`config.mk`:
```
export PLATFORM = sky130hd
export DESIGN_NAME = mem_access_stage_flat
export DESIGN_NICKNAME = d
export VERILOG_FILES = /design/src/rtl/mem_access_stage_pkg.sv /design/src/rtl/mem_access_stage_if.sv /design/src/rtl/mem_access_stage.sv /design/src/flat_wrapper.sv
export SDC_FILE = /design/constraint.sdc
export NUM_CORES = 1
export LEC_CHECK = 0
export ABC_AREA = 1
export CELL_PAD_IN_SITES_DETAIL_PLACEMENT = 1
export CELL_PAD_IN_SITES_GLOBAL_PLACEMENT = 2
export CORE_ASPECT_RATIO = 0.8
export CORE_UTILIZATION = 28
export DETAILED_ROUTE_END_ITERATION = 8
export PLACE_DENSITY = 0.86
export SETUP_SLACK_MARGIN = 0.1
export SLEW_MARGIN = 0
export SYNTH_ARGS = -nofsm -noshare
export SYNTH_HDL_FRONTEND = slang
export SYNTH_SLANG_ARGS = --single-unit
```
`constraint.sdc`:
```
create_clock -name clk -period 3.7 [get_ports clk]
set_input_delay 1.11 -clock clk [delete_from_list [all_inputs] [get_ports clk]]
set_output_delay 1.11 -clock clk [all_outputs]
set_load 0.02 [all_outputs]
```
`src/rtl/mem_access_stage_pkg.sv`:
```
// Shared definitions for the MEM-stage data-memory controller:
// word width, timeout counter width and FSM state encoding.
package mem_access_stage_pkg;

    localparam int WORD_W = 16;
    localparam int CNT_W  = 8;

    typedef enum logic [1:0] {
        MEM_IDLE   = 2'd0,
        MEM_ACCESS = 2'd1,
        MEM_DONE   = 2'd2
    } mem_state_e;

endpackage

```
`src/rtl/mem_access_stage_if.sv`:
```
// Data-bus req/ack handshake between the MEM stage (master) and the
// data memory (slave).
interface mem_access_stage_if;
    import mem_access_stage_pkg::*;

    logic              bus_req;
    logic              bus_we;
    logic [WORD_W-1:0] bus_addr;
    logic [WORD_W-1:0] bus_wdata;
    logic              bus_ack;
    logic [WORD_W-1:0] bus_rdata;

    modport master (
        output bus_req, bus_we, bus_addr, bus_wdata,
        input  bus_ack, bus_rdata
    );

    modport slave (
        input  bus_req, bus_we, bus_addr, bus_wdata,
        output bus_ack, bus_rdata
    );

endinterface

```
`src/rtl/mem_access_stage.sv`:
```
// MEM-stage controller: turns EX/MEM load/store control into a bounded
// req/ack bus access, stalling the pipeline until it completes or times out.
module mem_access_stage
    import mem_access_stage_pkg::*;
#(
    parameter int unsigned TIMEOUT_CYCLES = 15
) (
    input  logic              clk,
    input  logic              rst,
    input  logic              mem_read,
    input  logic              mem_write,
    input  logic [WORD_W-1:0] addr,
    input  logic [WORD_W-1:0] wdata,
    mem_access_stage_if.master bus,
    output logic [WORD_W-1:0] mem_rdata,
    output logic              stall,
    output logic              bus_err
);

    localparam logic [CNT_W-1:0] CNT_LAST = CNT_W'(TIMEOUT_CYCLES - 32'd1);

    mem_state_e        state_q,     state_d;
    logic [CNT_W-1:0]  cnt_q,       cnt_d;
    logic              bus_req_q,   bus_req_d;
    logic              bus_we_q,    bus_we_d;
    logic [WORD_W-1:0] bus_addr_q,  bus_addr_d;
    logic [WORD_W-1:0] bus_wdata_q, bus_wdata_d;
    logic [WORD_W-1:0] mem_rdata_q, mem_rdata_d;
    logic              bus_err_q,   bus_err_d;
    logic              mem_op_s;

    assign mem_op_s = mem_read | mem_write;

    // Next-state and next-output logic; every register holds unless overridden.
    always_comb begin
        state_d     = state_q;
        cnt_d       = cnt_q;
        bus_req_d   = bus_req_q;
        bus_we_d    = bus_we_q;
        bus_addr_d  = bus_addr_q;
        bus_wdata_d = bus_wdata_q;
        mem_rdata_d = mem_rdata_q;
        bus_err_d   = 1'b0;
        case (state_q)
            MEM_IDLE: begin
                if (mem_op_s) begin
                    bus_addr_d  = addr;
                    bus_wdata_d = wdata;
                    bus_we_d    = mem_write;
                    bus_req_d   = 1'b1;
                    cnt_d       = '0;
                    state_d     = MEM_ACCESS;
                end else begin
                    bus_req_d   = 1'b0;
                end
            end
            MEM_ACCESS: begin
                if (bus.bus_ack) begin
                    bus_req_d = 1'b0;
                    if (!bus_we_q) begin
                        mem_rdata_d = bus.bus_rdata;
                    end else begin
                        mem_rdata_d = mem_rdata_q;
                    end
                    state_d = MEM_DONE;
                end else if (cnt_q == CNT_LAST) begin
                    // Dead bus: abort with a zero result and flag the error.
                    bus_req_d   = 1'b0;
                    mem_rdata_d = '0;
                    bus_err_d   = 1'b1;
                    state_d     = MEM_DONE;
                end else begin
                    cnt_d = cnt_q + 8'd1;
                end
            end
            MEM_DONE: begin
                state_d = MEM_IDLE;
            end
            default: begin
                state_d   = MEM_IDLE;
                bus_req_d = 1'b0;
            end
        endcase
    end

    // State, counter and output registers, cleared asynchronously by rst.
    always_ff @(posedge clk or posedge rst) begin
        if (rst) begin
            state_q     <= MEM_IDLE;
            cnt_q       <= 8'd0;
            bus_req_q   <= 1'b0;
            bus_we_q    <= 1'b0;
            bus_addr_q  <= 16'd0;
            bus_wdata_q <= 16'd0;
            mem_rdata_q <= 16'd0;
            bus_err_q   <= 1'b0;
        end else begin
            state_q     <= state_d;
            cnt_q       <= cnt_d;
            bus_req_q   <= bus_req_d;
            bus_we_q    <= bus_we_d;
            bus_addr_q  <= bus_addr_d;
            bus_wdata_q <= bus_wdata_d;
            mem_rdata_q <= mem_rdata_d;
            bus_err_q   <= bus_err_d;
        end
    end

    // Gated by rst so the pipeline is released while the stage is held in reset.
    assign stall = ~rst & (((state_q == MEM_IDLE) & mem_op_s) | (state_q == MEM_ACCESS));

    assign bus.bus_req   = bus_req_q;
    assign bus.bus_we    = bus_we_q;
    assign bus.bus_addr  = bus_addr_q;
    assign bus.bus_wdata = bus_wdata_q;
    assign mem_rdata     = mem_rdata_q;
    assign bus_err       = bus_err_q;

endmodule

```
`src/flat_wrapper.sv`:
```
// flat-port wrapper written by rule: the top's interface ports become plain ports
module mem_access_stage_flat import mem_access_stage_pkg::*;
#(
    parameter int unsigned TIMEOUT_CYCLES = 15
)
  (clk, rst, mem_read, mem_write, addr, wdata, mem_rdata, stall, bus_err, bus_bus_req, bus_bus_we, bus_bus_addr, bus_bus_wdata, bus_bus_ack, bus_bus_rdata);
  mem_access_stage_if bus_i ();
  input  logic clk;
  input  logic rst;
  input  logic mem_read;
  input  logic mem_write;
  input  logic [WORD_W-1:0] addr;
  input  logic [WORD_W-1:0] wdata;
  output logic [WORD_W-1:0] mem_rdata;
  output logic stall;
  output logic bus_err;
  output wire logic [$bits(bus_i.bus_req)-1:0] bus_bus_req;
  output wire logic [$bits(bus_i.bus_we)-1:0] bus_bus_we;
  output wire logic [$bits(bus_i.bus_addr)-1:0] bus_bus_addr;
  output wire logic [$bits(bus_i.bus_wdata)-1:0] bus_bus_wdata;
  input wire logic [$bits(bus_i.bus_ack)-1:0] bus_bus_ack;
  input wire logic [$bits(bus_i.bus_rdata)-1:0] bus_bus_rdata;
  assign bus_bus_req = bus_i.bus_req;
  assign bus_bus_we = bus_i.bus_we;
  assign bus_bus_addr = bus_i.bus_addr;
  assign bus_bus_wdata = bus_i.bus_wdata;
  assign bus_i.bus_ack = bus_bus_ack;
  assign bus_i.bus_rdata = bus_bus_rdata;
  mem_access_stage #(.TIMEOUT_CYCLES(TIMEOUT_CYCLES)) u_core (.clk(clk), .rst(rst), .mem_read(mem_read), .mem_write(mem_write), .addr(addr), .wdata(wdata), .bus(bus_i), .mem_rdata(mem_rdata), .stall(stall), .bus_err(bus_err));
endmodule
```
==> reports/metrics.yaml <==
worst_setup_path:
  setup.worst_path.start_class: "input port"
  arrival_ps: 2190
  cpMaxStageDelayCell: "clkdlybuf4s50_1"
  worstSetupPathType: "in2out"
  crit_fanout: 2
  critPathCaptureType: "output port"
  cp_cell_sequence: "clkdlybuf4s50_1 > o21ai_4 > a21oi_1 > dlygate4sd2_1"
  worstPathRequired_ps: 2590
  cpPeakStageDelay_ps: 550
clock_tree:
  numCtsBuffers: 9
  hold_buffers: 0
  cts_setup_buffers: 0
  cts_tree: "built"
  numClockSinks: 61
  htree_levels: 3
  ctsLongestPathBuffers: 2
  cts_root_buf: "clkbuf_16"
  insertion_delay_ps: 320
  cts.reportedPaths.clkPinSlew_ps: 50
  cts-resized-gates: 1
synth:
  synth_area_sq_um: 2600
  syn_nets: 288
  synth.avg_cell_area_sq_um: 11.1
  synth_xor_area_frac: 0.0169
  ys_warn_count: 0
  synth_top_family_by_area: "simple AND/OR/NAND/NOR gates"
  ys_seq_elements: 61
  synth.area.mux_share: 0.142
  ys.flop_type: "dfrtp_1"
  ys_seq_area_frac: 0.588
  synth_compound_area_frac: 0.0299
  synth_cell_type_count: 24
  post_synth_fa_ha_maj_area_fraction: 0.00963
  yosys.area_share.simple: 0.168
  async_flop_share: 1.00
  synth-edff-count: 0
  syn_inst: 233
cells_and_area:
  area_delta_synth_final_pct: 55.6
  drive_gt1_frac: 0.159
  final_common_cell: "clkdlybuf4s50_1"
  mostFrequentLayoutCells: "103 x clkdlybuf4s50_1, 65 x nand2_1, 61 x dfrtp_1"
  antenna_cells: 0
  final_cells: 462
  finalNetCount: 397
sta:
  rsz0062_at_grt: "no"
  fin_crit_sh: 0.893
  tightest_slew_ps: 636
  fin_tns_setup_ps: 0
  slew_headroom: 0.575
  slew_viol_final: 0
  finalClockSkew_ps: 5.58
  fmax_ghz: 0.303
  final-setup-viol-count: 0
  hold_viol: 0
  period_needed_ps: 3300
placement:
  io_buffer_count: 104
  dpl.cell_count: 446
  dp_hpwl_mm: 4.82
  place.gp.congestion: 0.752
floorplanning:
  die_h_um: 88.1
  io_pins: 105
  num_rows: 31
  start_util: 0.287
  die-area_sq_um: 9670
  core_area_sq_um: 9040
  die_w_um: 110
drt:
  vias: 2102
  drtAntennaViolNets: 0
  drt-total-wl_mm: 6.87
  drt-initial-drc-count: 75
  wl_per_cell_um: 14.9
  via_per_inst: 4.55
  first_pass_iters: 6
  route.detailed.drc: 0
grt:
  use_met3: 0.0737
  grt_overflow: 0
  use_met1: 0.182
  grt_pass1_vias: 2184
  grt_antenna_before_repair: 0
  grt_busiest_layer: "met2"
  grtUsageMet2: 0.229
  grt_util_all_layers: 0.151
  grt_pass1_wl_mm: 10.8
  grt_max_degree: 37
outcome:
  status: "finished clean"
hold_path:
  min_path_type: "reg2reg"
power:
  ir_drop_v: 0.000364
  power_density_nw_per_um2: 876
  p_leak_nw: 1.81
run:
  cap_violations: 0
## critical path: cells and delay by family
family          cells  cell delay [ps]
compound gates      2              200
buf+inv             2              890
## layout make-up
| class | count | area (sq um) |
|---|---|---|
| multi-input cells | 150 | 951 |
| clock inverters | 4 | 47.5 |
| inverters | 12 | 45.0 |
| fillers | 1012 | 4990 |
| clock buffers | 12 | 246 |
| repair buffers | 108 | 1080 |
| flip-flops and latches | 61 | 1530 |
| well taps | 115 | 144 |
## flip-flops by register name, indices dropped and copies added (netlist names)
name                  cells
u_core.bus.bus_addr      16
u_core.bus.bus_req        1
u_core.bus.bus_wdata     16
u_core.bus.bus_we         1
u_core.bus_err            1
u_core.cnt_q              8
u_core.mem_rdata         16
u_core.state_q            2
## path summary, 6_finish.rpt
kind / start / to / slack [ps] / cells after the start
max: mem_write / stall / 400 / 4
min: u_core.mem_rdata[3] / u_core.mem_rdata[3] / 470 / 2
max reg2reg: u_core.cnt_q[0] / u_core.cnt_q[6] / 1980 / 7
min reg2reg: u_core.mem_rdata[3] / u_core.mem_rdata[3] / 470 / 2
max in group asynchronous: rst / u_core.bus_err / 1870 / 3
min in group asynchronous: rst / u_core.bus.bus_req / 1230 / 2
## layer usage
metal	wire (um)	share of wire	vias up
li1	-	-	990
met1	2840	0.41	1029
met2	3290	0.48	73
met3	642	0.093	10
met4	99	0.014	0
met5	0	0	-
## cells by family (layout without fill, tap and decap cells)
family | Yosys count | count (layout)
compound gates | 11 | 11
xor+xnor | 5 | 5
fa+ha+maj | 2 | 2
buf+inv | 22 | 136
flops | 61 | 61
mux | 32 | 32
simple gates | 100 | 100
## where the power goes
group          internal [W]  switching [W]
clock network      0.000537       0.000285
logic              0.000791       0.000811
registers          0.000958       0.000158
total               0.00229        0.00125
## synthesized netlist by cell type, types with 2 or more instances
cell type,number,area (sq um)
nand4_1,16,100
mux2_4,2,30.0
clkbuf_1,2,7.51
nor2_1,12,45.0
mux2_2,30,338
nand2_1,65,244
o21ai_0,5,25.0
ha_1,2,25.0
a21oi_1,2,10.0
nand3_2,2,20.0
dfrtp_1,61,1530
buf_6,4,45.0
buf_2,3,15.0
xor2_1,4,35.0
nand3_1,4,20.0
inv_1,11,41.3
## metrics by stage
step	hold slack [ps]	util	total power [W]	area [sq um]	setup WS (ps)
floorplan	503	-	0.00201	2600	873
detailed placement	462	0.415	0.00275	3750	105
finish	468	0.447	0.00354	4040	398
global placement	453	0.415	0.00271	3750	85.4
global route	508	0.447	0.00376	4040	350
CTS	475	0.447	0.00360	4040	378
Note: power is estimated with default switching activity, not from simulation.
